### config.mk
export PLATFORM = sky130hd
export DESIGN_NAME = fetch_stage
export DESIGN_NICKNAME = d
export VERILOG_FILES = /design/src/rtl/fetch_stage_pkg.sv /design/src/rtl/fetch_stage_pc_unit.sv /design/src/rtl/fetch_stage.sv
export SDC_FILE = /design/constraint.sdc
export NUM_CORES = 1
export LEC_CHECK = 0
export CAP_MARGIN = 20
export CORE_ASPECT_RATIO = 1.25
export CORE_MARGIN = 5
export CORE_UTILIZATION = 31
export CTS_BUF_LIST = sky130_fd_sc_hd__clkbuf_8
export DETAILED_ROUTE_END_ITERATION = 10
export PLACE_DENSITY = 0.65
export SLEW_MARGIN = 0
export SYNTH_ARGS = -nofsm -noshare
export SYNTH_HDL_FRONTEND = slang
export SYNTH_HIERARCHICAL = 1
export SYNTH_SLANG_ARGS = --single-unit
### constraint.sdc
create_clock -name clk -period 6.3 [get_ports clk]
set_clock_uncertainty 0.2 [all_clocks]
set_input_delay 0.945 -clock clk [delete_from_list [all_inputs] [get_ports clk]]
set_output_delay 0.945 -clock clk [all_outputs]
set_load 0.02 [all_outputs]
### src/rtl/fetch_stage_pkg.sv
// fetch_stage_pkg: ISA constants, fetch FSM state and PC-select encoding shared by the fetch stage
package fetch_stage_pkg;
  localparam logic [3:0] OP_NOP = 4'h0;
  localparam logic [15:0] NOP_WORD = {OP_NOP, 12'h000};
  localparam logic [15:0] DEF_IMM_OP_MASK = 16'h0000;
  localparam logic [15:0] DEF_INT_VECTOR = 16'h0002;
  typedef enum logic {RUN, INJECT} fetch_state_t;
  typedef enum logic [2:0] {PC_SEQ, PC_BRANCH, PC_RET, PC_VECTOR, PC_HOLD} pc_sel_t;
  function automatic logic takes_imm(input logic [15:0] mask, input logic [15:0] word);
    return mask[word[15:12]];
  endfunction
endpackage

### src/rtl/fetch_stage_pc_unit.sv
// fetch_stage_pc_unit: program counter register with next-PC select (seq, branch, ret, vector, hold)
module fetch_stage_pc_unit
  import fetch_stage_pkg::*;
#(
  parameter int PC_W = 16,
  parameter logic [PC_W-1:0] RESET_PC = '0,
  parameter logic [PC_W-1:0] INT_VECTOR = PC_W'(DEF_INT_VECTOR)
) (
  input  logic            clk,
  input  logic            reset,
  input  pc_sel_t         sel,
  input  logic [PC_W-1:0] branch_target,
  input  logic [PC_W-1:0] ret_pc,
  output logic [PC_W-1:0] pc
);
  logic [PC_W-1:0] pc_nxt;
  always_comb
    pc_nxt = sel == PC_BRANCH ? branch_target :
             sel == PC_RET    ? ret_pc :
             sel == PC_VECTOR ? INT_VECTOR :
             sel == PC_HOLD   ? pc : pc + PC_W'(1);
  always_ff @(posedge clk) pc <= reset ? RESET_PC : pc_nxt;
endmodule

### src/rtl/fetch_stage.sv
// fetch_stage: IF/ID producer with immediate-word tracking and boundary-only interrupt injection
module fetch_stage
  import fetch_stage_pkg::*;
#(
  parameter int PC_W = 16,
  parameter logic [PC_W-1:0] RESET_PC = '0,
  parameter logic [PC_W-1:0] INT_VECTOR = PC_W'(DEF_INT_VECTOR),
  parameter logic [15:0] IMM_OP_MASK = DEF_IMM_OP_MASK
) (
  input  logic            clk,
  input  logic            reset,
  input  logic            stall,
  input  logic            flush,
  input  logic            branch_taken,
  input  logic [PC_W-1:0] branch_target,
  input  logic            ret_load,
  input  logic [PC_W-1:0] ret_pc,
  input  logic            interrupt,
  output logic [PC_W-1:0] imem_addr,
  input  logic [15:0]     imem_data,
  output logic [15:0]     instr_out,
  output logic [PC_W-1:0] pc_next_out,
  output logic            imm_word_out,
  output logic            int_out,
  output logic            int_ack
);
  fetch_state_t state;
  pc_sel_t pc_sel;
  logic [PC_W-1:0] pc;
  logic imm_expect, int_pend, redirect, inject, hold, take;
  always_comb begin
    redirect = branch_taken | ret_load;
    inject = (state == RUN) & int_pend & ~imm_expect & ~stall & ~redirect;
    hold = ~redirect & stall & ~flush;
    take = ~redirect & ~stall & ~inject & ~flush;
    pc_sel = branch_taken ? PC_BRANCH : ret_load ? PC_RET : stall ? PC_HOLD :
             inject ? PC_VECTOR : PC_SEQ;
  end
  fetch_stage_pc_unit #(.PC_W(PC_W), .RESET_PC(RESET_PC), .INT_VECTOR(INT_VECTOR)) u_pc (
    .clk(clk),
    .reset(reset),
    .sel(pc_sel),
    .branch_target(branch_target),
    .ret_pc(ret_pc),
    .pc(pc)
  );
  assign imem_addr = pc;
  // An injected slot carries the unfetched pc as its resume address
  always_ff @(posedge clk)
    if (reset) begin
      state <= RUN;
      instr_out <= NOP_WORD;
      pc_next_out <= '0;
      imm_word_out <= 1'b0;
      int_out <= 1'b0;
      int_ack <= 1'b0;
      int_pend <= 1'b0;
      imm_expect <= 1'b0;
    end else begin
      state <= inject ? INJECT : RUN;
      int_ack <= inject;
      int_pend <= ~inject & (int_pend | interrupt);
      if (!hold) begin
        instr_out <= take ? imem_data : NOP_WORD;
        pc_next_out <= take ? pc + PC_W'(1) : inject ? pc : '0;
        imm_word_out <= take & imm_expect;
        int_out <= inject;
        imm_expect <= take & ~imm_expect & takes_imm(IMM_OP_MASK, imem_data);
      end
    end
endmodule

Word-level counts from Yosys, hierarchy flattened
Memories as Yosys holds them, arrays and structs flattened.
Cells that the tools add are included.
{"block": "classes", "n_addsub": 1, "n_lt_le_gt_ge": 1, "eq_ne": 5, "n_mux": 13, "bitwise_logic": 21}
{"cell": "2-to-1 mux 16 bit", "count": 7}
{"cell": "adder 16 x 1 -> 16 bit (second input constant)", "count": 1}
{"cell": "AND 1 bit", "count": 13}
{"cell": "2-to-1 mux 3 bit", "count": 3}
{"cell": "== test 3 x 2 -> 1 bit (second input constant)", "count": 2}
{"cell": "inverter 1 bit", "count": 6}
{"cell": "less-than comparator 4 x 5 -> 1 bit (second input constant)", "count": 1}
{"cell": "!= test 4 x 1 -> 1 bit (second input constant)", "count": 1}
{"cell": "== test 3 x 1 -> 1 bit (second input constant)", "count": 1}
{"cell": "== test 3 bit (second input constant)", "count": 1}
{"cell": "2-to-1 mux 1 bit", "count": 2}
{"cell": "2-to-1 mux 2 bit", "count": 1}
{"cell": "OR 1 bit", "count": 2}
{"block": "totals", "reg_bits": 54, "rom_bits": 16, "output_inout_bits": 51, "mem_count": 1}
{"memory": "(name not given)", "depth": 16, "width": 1, "rd": 1, "rd_clocked_by_memory_dff": 0, "write_ports": 0, "line": "fetch_stage_pkg.sv:10", "source": "return mask[word[15:12]];"}

Longest topological paths before layout
Gate-level depths: netlist of the first run.
{"block": "logic_depth", "depth_word": 14, "depth_mapped": 12, "depth_no_buf": 9}

Cells and area by module
Netlist of the first run, hierarchy kept.
{"module": "fetch_stage", "instances": 1, "cells_per_inst": 192, "area_each_um2": 1610.3, "seq_area_each_um2": 700.7}
{"module": "fetch_stage_pc_unit", "instances": 1, "cells_per_inst": 182, "area_each_um2": 1342.5, "seq_area_each_um2": 320.3}

Least setup slack after synthesis of the first run
OpenSTA, ideal clock, no wires.
{"block": "synth_timing", "kind": "input port to flip-flop", "startpoint": "in ret_load", "endpoint": "reg u_pc.pc[4]", "arrival_ns": 3.184, "t_required_ns": 6.030, "path_slack_ns": 2.846, "stages": 10, "path_buffers": 2, "cell_sequence": "or2_1 buf_6 nor3_2 clkbuf_1 nor2_1 nor2_1 or2_2 nor2_1 or4_1 a21oi_1"}
{"block": "synth_between", "elab_chain_len": 11, "elab_cells_between_ends": 15}
{"item": "start: declaration", "line": "fetch_stage.sv:16", "source": "input logic ret_load,"}
{"item": "OR 1 bit", "line": "fetch_stage.sv:32", "source": "redirect = branch_taken | ret_load;"}
{"item": "inverter 1 bit", "line": "fetch_stage.sv:33", "source": "inject = (state == RUN) & int_pend & ~imm_expect & ~stall & ~redirect;"}
{"item": "AND 1 bit", "line": "fetch_stage.sv:33"}
{"item": "2-to-1 mux 2 bit", "line": "fetch_stage.sv:37", "source": "inject ? PC_VECTOR : PC_SEQ;"}
{"item": "2-to-1 mux 3 bit", "line": "fetch_stage.sv:36", "source": "pc_sel = branch_taken ? PC_BRANCH : ret_load ? PC_RET : stall ? PC_HOLD :"}
{"item": "2-to-1 mux 3 bit (*) (2 in series)", "line": "fetch_stage.sv:36"}
{"item": "net pc_sel[1]", "line": "fetch_stage.sv:28", "source": "pc_sel_t pc_sel;"}
{"item": "== test 3 x 2 -> 1 bit", "line": "fetch_stage_pc_unit.sv:20", "source": "sel == PC_VECTOR ? INT_VECTOR :"}
{"item": "2-to-1 mux 16 bit", "line": "fetch_stage_pc_unit.sv:20"}
{"item": "2-to-1 mux 16 bit", "line": "fetch_stage_pc_unit.sv:19", "source": "sel == PC_RET ? ret_pc :"}
{"item": "2-to-1 mux 16 bit", "line": "fetch_stage_pc_unit.sv:18", "source": "pc_nxt = sel == PC_BRANCH ? branch_target :"}
{"item": "end signal: assignment", "line": "fetch_stage_pc_unit.sv:22", "source": "always_ff @(posedge clk) pc <= reset ? RESET_PC : pc_nxt;"}
{"item": "end: declaration", "line": "fetch_stage_pc_unit.sv:14", "source": "output logic [PC_W-1:0] pc"}
Mark *: on every way through the listed nets, which the timed path passes. The rest lies on a longest branch.
A chain may end at the register's enable or synchronous reset.

Worst setup path in the final report of the first run
{"block": "layout_timing", "startpoint": "in branch_taken", "endpoint": "reg u_pc.pc[13]"}
{"block": "layout_between", "elab_chain_len": 11, "elab_cells_between_ends": 15}
{"item": "start: declaration", "line": "fetch_stage.sv:14", "source": "input logic branch_taken,"}
{"item": "OR 1 bit", "line": "fetch_stage.sv:32"}
{"item": "inverter 1 bit", "line": "fetch_stage.sv:33"}
{"item": "AND 1 bit", "line": "fetch_stage.sv:33"}
{"item": "2-to-1 mux 2 bit", "line": "fetch_stage.sv:37"}
{"item": "2-to-1 mux 3 bit (2 in series)", "line": "fetch_stage.sv:36"}
{"item": "2-to-1 mux 3 bit (*)", "line": "fetch_stage.sv:36"}
{"item": "net pc_sel[1]", "line": "fetch_stage.sv:28"}
{"item": "== test 3 x 2 -> 1 bit", "line": "fetch_stage_pc_unit.sv:20"}
{"item": "2-to-1 mux 16 bit", "line": "fetch_stage_pc_unit.sv:20"}
{"item": "2-to-1 mux 16 bit", "line": "fetch_stage_pc_unit.sv:19"}
{"item": "2-to-1 mux 16 bit", "line": "fetch_stage_pc_unit.sv:18"}
Marked as above.

==> results of run 1 <==
[layout make-up]
cell class / count / area, um^2
Inverter: 11 / 41.3
Clock inverter: 2 / 33.8
Multi-Input combinational cell: 284 / 1760
Sequential cell: 51 / 1020
Fill cell: 928 / 5070
Timing Repair Buffer: 109 / 1080
Clock buffer: 5 / 68.8
Tap cell: 123 / 154
[layer usage]
layer,vias to the layer above,share of wire,routed length [um]
met5,-,0,0
met1,1532,0.44,4330
met2,107,0.50,4970
met4,0,0.014,143
met3,11,0.049,489
li1,1554,-,-
[where the power goes]
| group | internal, mW | switching, mW | total (mW) |
|---|---|---|---|
| clock network | 0.115 | 0.108 | 0.223 |
| logic | 0.0866 | 0.0827 | 0.169 |
| registers | 0.335 | 0.0322 | 0.367 |
| total | 0.537 | 0.222 | 0.759 |
[layout by cell type, fill, tap and decap left out, types with 10 or more instances in the layout]
master / Yosys / layout
nor3_1: 17 / 16
dfxtp_1: 51 / 51
a21oi_1: 31 / 31
nand3_1: 13 / 13
o22ai_1: 10 / 10
xor2_1: 10 / 10
clkdlybuf4s50_1: 0 / 103
a22oi_1: 23 / 23
inv_1: 11 / 12
nor2_1: 60 / 59
[registers in the layout, indices dropped and copies added (netlist names)]
name,cells
int_ack,1
instr_out,16
int_out,1
u_pc/pc,16
int_pend,1
pc_next_out,16
[path summary, 6_finish.rpt]
kind / from / to / slack [ns]
worst min register to register: pc_next_out[12] / pc_next_out[12] / 0.30
worst max-delay path: branch_taken / u_pc/pc[13] / 2.36
worst min-delay path: pc_next_out[12] / pc_next_out[12] / 0.30
worst max register to register: int_ack / u_pc/pc[13] / 3.24
[critical path: cells and delay by family]
kind,cells,cell delay (ns)
buffers and inverters,3,0.91
and+or+nand+nor,6,1.70
AOI/OAI and AO/OA,3,0.43
[cell families after synthesis]
| family | count (synthesis) | synth area share |
|---|---|---|
| buf+inv | 39 | 0.0644 |
| simple gates | 148 | 0.256 |
| flops | 51 | 0.346 |
| xor+xnor | 19 | 0.0564 |
| other cells | 1 | 0.00127 |
| compound gates | 111 | 0.257 |
| fa+ha+maj | 5 | 0.0186 |
==> flow_metrics.env, run 1 <==
export IMPL_post_drt_wl_per_cell_um=17.0
export IMPL_dpl_hpwl_um=7100
export IMPL_cts_setup_buffers=0
export IMPL_r2r_cells=11
export IMPL_utilization=0.450
export IMPL_row_count=39
export IMPL_fmax_mhz=254
export IMPL_fin_crit_ns=3.94
export IMPL_place_congestion=0.812
export IMPL_worst_path_max_fanout=18
export IMPL_synth_area_um2=2950
export IMPL_timing_final_ws_setup_ns=2.36
export IMPL_design_area_um2=4150
export IMPL_synth_edf_count=0
export IMPL_viasPerCell=5.48
export IMPL_synth_cell_types=54
export IMPL_crit_chain="clkdlybuf4s50_1 -> or2_1 -> nor3_2 -> buf_6 -> nor2_1 -> nor2_1 -> buf_4 -> nor2b_1 -> a21oi_1 -> nor2_1 -> o31a_1 -> o31a_1"
export IMPL_setup_viol=0
export IMPL_arrival_ns=3.99
export IMPL_irDropWorstVdd_v=0.000108
export IMPL_clockBufferDepth=2
export IMPL_synth_top_cells_by_area="dfxtp_1 35%, nor2_1 7.6%, a22oi_1 5.8%, a21oi_1 5.3%, xor2_1 3.0%"
export IMPL_dr_pass1_iters=4
export IMPL_ios=106
export IMPL_power_uw=759
export IMPL_ctsResizeCount=0
export IMPL_ant_nets=0
export IMPL_placed_area_um2=4040
export IMPL_leakagePower_nw=1.47
export IMPL_ys_warn_count=6
export IMPL_cts_sinks=51
export IMPL_worstSetupPathType="in2reg"
export IMPL_antenna_found_initial=0
export IMPL_rsz0062_at_grt="false"
export IMPL_clockRootBuffer="clkbuf_8"
export IMPL_endpoint_kind="flop"
export IMPL_final_nets=519
export IMPL_place_inst=577
export IMPL_synthesis_nets=431
export IMPL_coreArea_um2=9220
export IMPL_vias=3204
export IMPL_grt_util_all_layers=0.169
export IMPL_fin_tns_setup_ns=0
export IMPL_slew_headroom=0.330
export IMPL_gr_total_overflow=0
export IMPL_final_cells=585
export IMPL_grt_max_degree=54
export IMPL_use_met3=0.0257
export IMPL_synth_top_area_cell="dfxtp_1"
export IMPL_route_detailed_drc=0
export IMPL_area_growth_pct=40.6
export IMPL_slew_violations=0
export IMPL_worstPathRequired_ns=6.35
export IMPL_start_util=0.320
export IMPL_die_area_um2=11600
export IMPL_cts_buffers_inserted=5
export IMPL_cp_start_kind="primary input"
export IMPL_min_path_cells=2
export IMPL_async_reset_ff_frac=0
export IMPL_netlist_top_cells_count="60 x nor2_1, 51 x dfxtp_1, 31 x a21oi_1"
export IMPL_wl_um=9930
export IMPL_tightest_slew_ns=1.00
export IMPL_diodes=0
export IMPL_grt_pass1_vias=3316
export IMPL_holdWs_ns=0.296
export IMPL_grt_util_met1=0.224
export IMPL_numPortBuffers=104
export IMPL_grt_use_met2=0.285
export IMPL_drt_iter0_markers=158
export IMPL_die_w_um=97.3
export IMPL_worst_path_most_repeated_cell="nor2_1"
export IMPL_cap_violations=0
export IMPL_htree_levels=2
export IMPL_clk_latency_ns=0.30
export IMPL_grt_pass1_wl_um=16700
export IMPL_die_y_um=119
export IMPL_min_path_type="reg2reg"
export IMPL_outcome="complete, no violations"
export IMPL_synth_most_common_cell="nor2_1"
export IMPL_hold_violations=0
export IMPL_avgSynthCellArea_um2=7.90
export IMPL_synthFlopType="dfxtp_1"
export IMPL_yosysSeqAreaShare=0.346
export IMPL_max_stage_delay_ns=0.77
export IMPL_drive_gt1_frac=0.0584
export IMPL_crit_slowest_cell="nor2b_1"
export IMPL_power_density_nw_per_um2=183
export IMPL_place_ws_ns=1.59
export IMPL_postCtsHoldBufs=0
export IMPL_synthCells=374
export IMPL_fin_crit_sh=0.626
export IMPL_busiest_layer="met2"
export IMPL_yosysTopAreaCellShare=0.346
export IMPL_ys_ff_latch=51
export IMPL_path_clk_slew_ns=0.09
export IMPL_cts_tree="built"
Power figures use the tool's default switching activity.
==> run 2, diff against run 1 <==
--- a/config.mk
+++ b/config.mk
@@ -11,7 +11,7 @@
 export CORE_UTILIZATION = 31
 export CTS_BUF_LIST = sky130_fd_sc_hd__clkbuf_8
 export DETAILED_ROUTE_END_ITERATION = 10
-export PLACE_DENSITY = 0.65
+export PLACE_DENSITY = 0.67
 export SLEW_MARGIN = 0
 export SYNTH_ARGS = -nofsm -noshare
 export SYNTH_HDL_FRONTEND = slang
==> constraint.sdc (replaced) <==
create_clock -name clk -period 3.3 [get_ports clk]
set_clock_uncertainty 0.2 [all_clocks]
set_input_delay 0.495 -clock clk [delete_from_list [all_inputs] [get_ports clk]]
set_output_delay 0.495 -clock clk [all_outputs]
set_load 0.02 [all_outputs]
==> flow_metrics.env, run 2 (synthesized netlist as in run 1, its figures left out) <==
export IMPL_vias=3173
export IMPL_grt_pass1_vias=3116
export IMPL_ff_latch_area_um2=1020
export IMPL_layout_common_cells="103 x clkdlybuf4s50_1, 59 x nor2_1, 51 x dfxtp_1"
export IMPL_holdWs_ns=0.295
export IMPL_cts_setup_buffers=0
export IMPL_cts_tree="built"
export IMPL_worstSetupPathType="in2reg"
export IMPL_outcome="complete, no violations"
export IMPL_cp_start_kind="primary input"
export IMPL_utilization=0.459
export IMPL_worstPathBufferInverterCount=3
export IMPL_crit_family="simple AND/OR/NAND/NOR gates"
export IMPL_post_drt_wl_per_cell_um=15.7
export IMPL_arrival_ns=2.74
export IMPL_clockRootBuffer="clkbuf_8"
export IMPL_antenna_found_initial=0
export IMPL_grt_pass1_wl_um=15400
export IMPL_wl_um=9370
export IMPL_min_path_type="reg2reg"
export IMPL_endpoint_kind="flop"
export IMPL_final_nets=529
export IMPL_fin_tns_setup_ns=0
export IMPL_worstPathRequired_ns=3.31
export IMPL_cts_sinks=51
export IMPL_worst_path_most_repeated_cell="buf_4"
export IMPL_grt_max_degree=44
export IMPL_coreArea_um2=9220
export IMPL_path_clk_slew_ns=0.10
export IMPL_viasPerCell=5.32
export IMPL_final_common_cell="clkdlybuf4s50_1"
export IMPL_die_y_um=119
export IMPL_cap_violations=0
export IMPL_place_congestion=0.825
export IMPL_clockBufferDepth=2
export IMPL_irDropWorstVdd_v=0.000162
export IMPL_numPortBuffers=104
export IMPL_htree_levels=2
export IMPL_area_growth_pct=43.4
export IMPL_grt_util_all_layers=0.160
export IMPL_crit_chain="clkdlybuf4s50_1 -> or2_1 -> buf_4 -> nor2_2 -> nor3b_2 -> buf_4 -> nor2_1 -> and4_1 -> o22ai_1 -> a21oi_1"
export IMPL_setup_viol=0
export IMPL_row_count=39
export IMPL_multi_input_area_um2=1760
export IMPL_rsz0062_at_grt="false"
export IMPL_start_util=0.320
export IMPL_design_area_um2=4240
export IMPL_crit_slowest_cell="nor3b_2"
export IMPL_clk_latency_ns=0.32
export IMPL_route_detailed_drc=0
export IMPL_timing_final_ws_setup_ns=0.570
export IMPL_leakagePower_nw=1.52
export IMPL_postCtsHoldBufs=0
export IMPL_slew_headroom=0.653
export IMPL_worst_path_max_fanout=8
export IMPL_placed_area_um2=4120
export IMPL_drt_iter0_markers=235
export IMPL_cp_depth=10
export IMPL_diodes=0
export IMPL_cts_buffers_inserted=5
export IMPL_dr_pass1_iters=6
export IMPL_slew_violations=0
export IMPL_gr_total_overflow=0
export IMPL_max_stage_delay_ns=0.45
export IMPL_ctsResizeCount=0
export IMPL_tightest_slew_ns=0.520
export IMPL_fin_crit_ns=2.73
export IMPL_place_ws_ns=0.272
export IMPL_ant_nets=0
export IMPL_power_density_nw_per_um2=351
export IMPL_fillers=883
export IMPL_top_regs="instr_out: 16 flops, pc_next_out: 16 flops, u_pc/pc: 16 flops"
export IMPL_min_path_cells=2
export IMPL_ios=106
export IMPL_r2r_cells=9
export IMPL_drive_gt1_frac=0.0825
export IMPL_fmax_mhz=366
export IMPL_die_area_um2=11600
export IMPL_fin_crit_sh=0.827
export IMPL_die_w_um=97.3
export IMPL_dpl_hpwl_um=6970
export IMPL_hold_violations=0
==> run 2: cell count changes in the layout (fill, tap and decap cells not counted), sizes merged <==
cell | previous run | this run
buf | 6 | 16
clkinvlp | 0 | 1
==> run 2: worst register-to-register path, cell delays in order (launching register included) <==
cell      delay [ns]
dfxtp_1         0.35
nand2b_1        0.19
nor3_2          0.08
or2_2           0.41
nor3b_2         0.43
buf_4           0.23
nor2_1          0.05
and4_1          0.21
o22ai_1         0.11
a21oi_1         0.08
==> run 2: path summary, 6_finish.rpt <==
path                              startpoint          end  slack, ns
worst max-delay path            branch_taken  u_pc/pc[15]       0.57
worst max register to register       int_ack  u_pc/pc[15]       0.84
worst min-delay path                int_pend     int_pend       0.29
worst min register to register      int_pend     int_pend       0.29
==> run 2: stage by stage <==
step           power, mW  instances
3_3_place_gp        1.04        588
5_1_grt             1.56        596
2_1_floorplan      0.875        374
3_5_place_dp        1.04        588
6_report            1.49        596
4_1_cts             1.50        596
==> run 2: layer usage <==
layer,routed length [um],share of wire,GRT usage
met4,165,0.018,0.0571
met2,4520,0.48,0.264
met1,4070,0.43,0.204
met3,622,0.066,0.0368
met5,0,0,0
==> run 2: final cells by class <==
class	count	share of cell area
clock inverters	3	0.0109
multi-input cells	284	0.414
inverters	11	0.00975
flip-flops and latches	51	0.241
well taps	123	0.0363
repair buffers	119	0.271
clock buffers	5	0.0162
==> run 2: where the power goes <==
group	switching, mW	leakage (nW)	internal (mW)	total [mW]
registers	0.0518	0.415	0.640	0.691
clock network	0.228	0.0548	0.229	0.456
logic	0.164	1.05	0.174	0.338
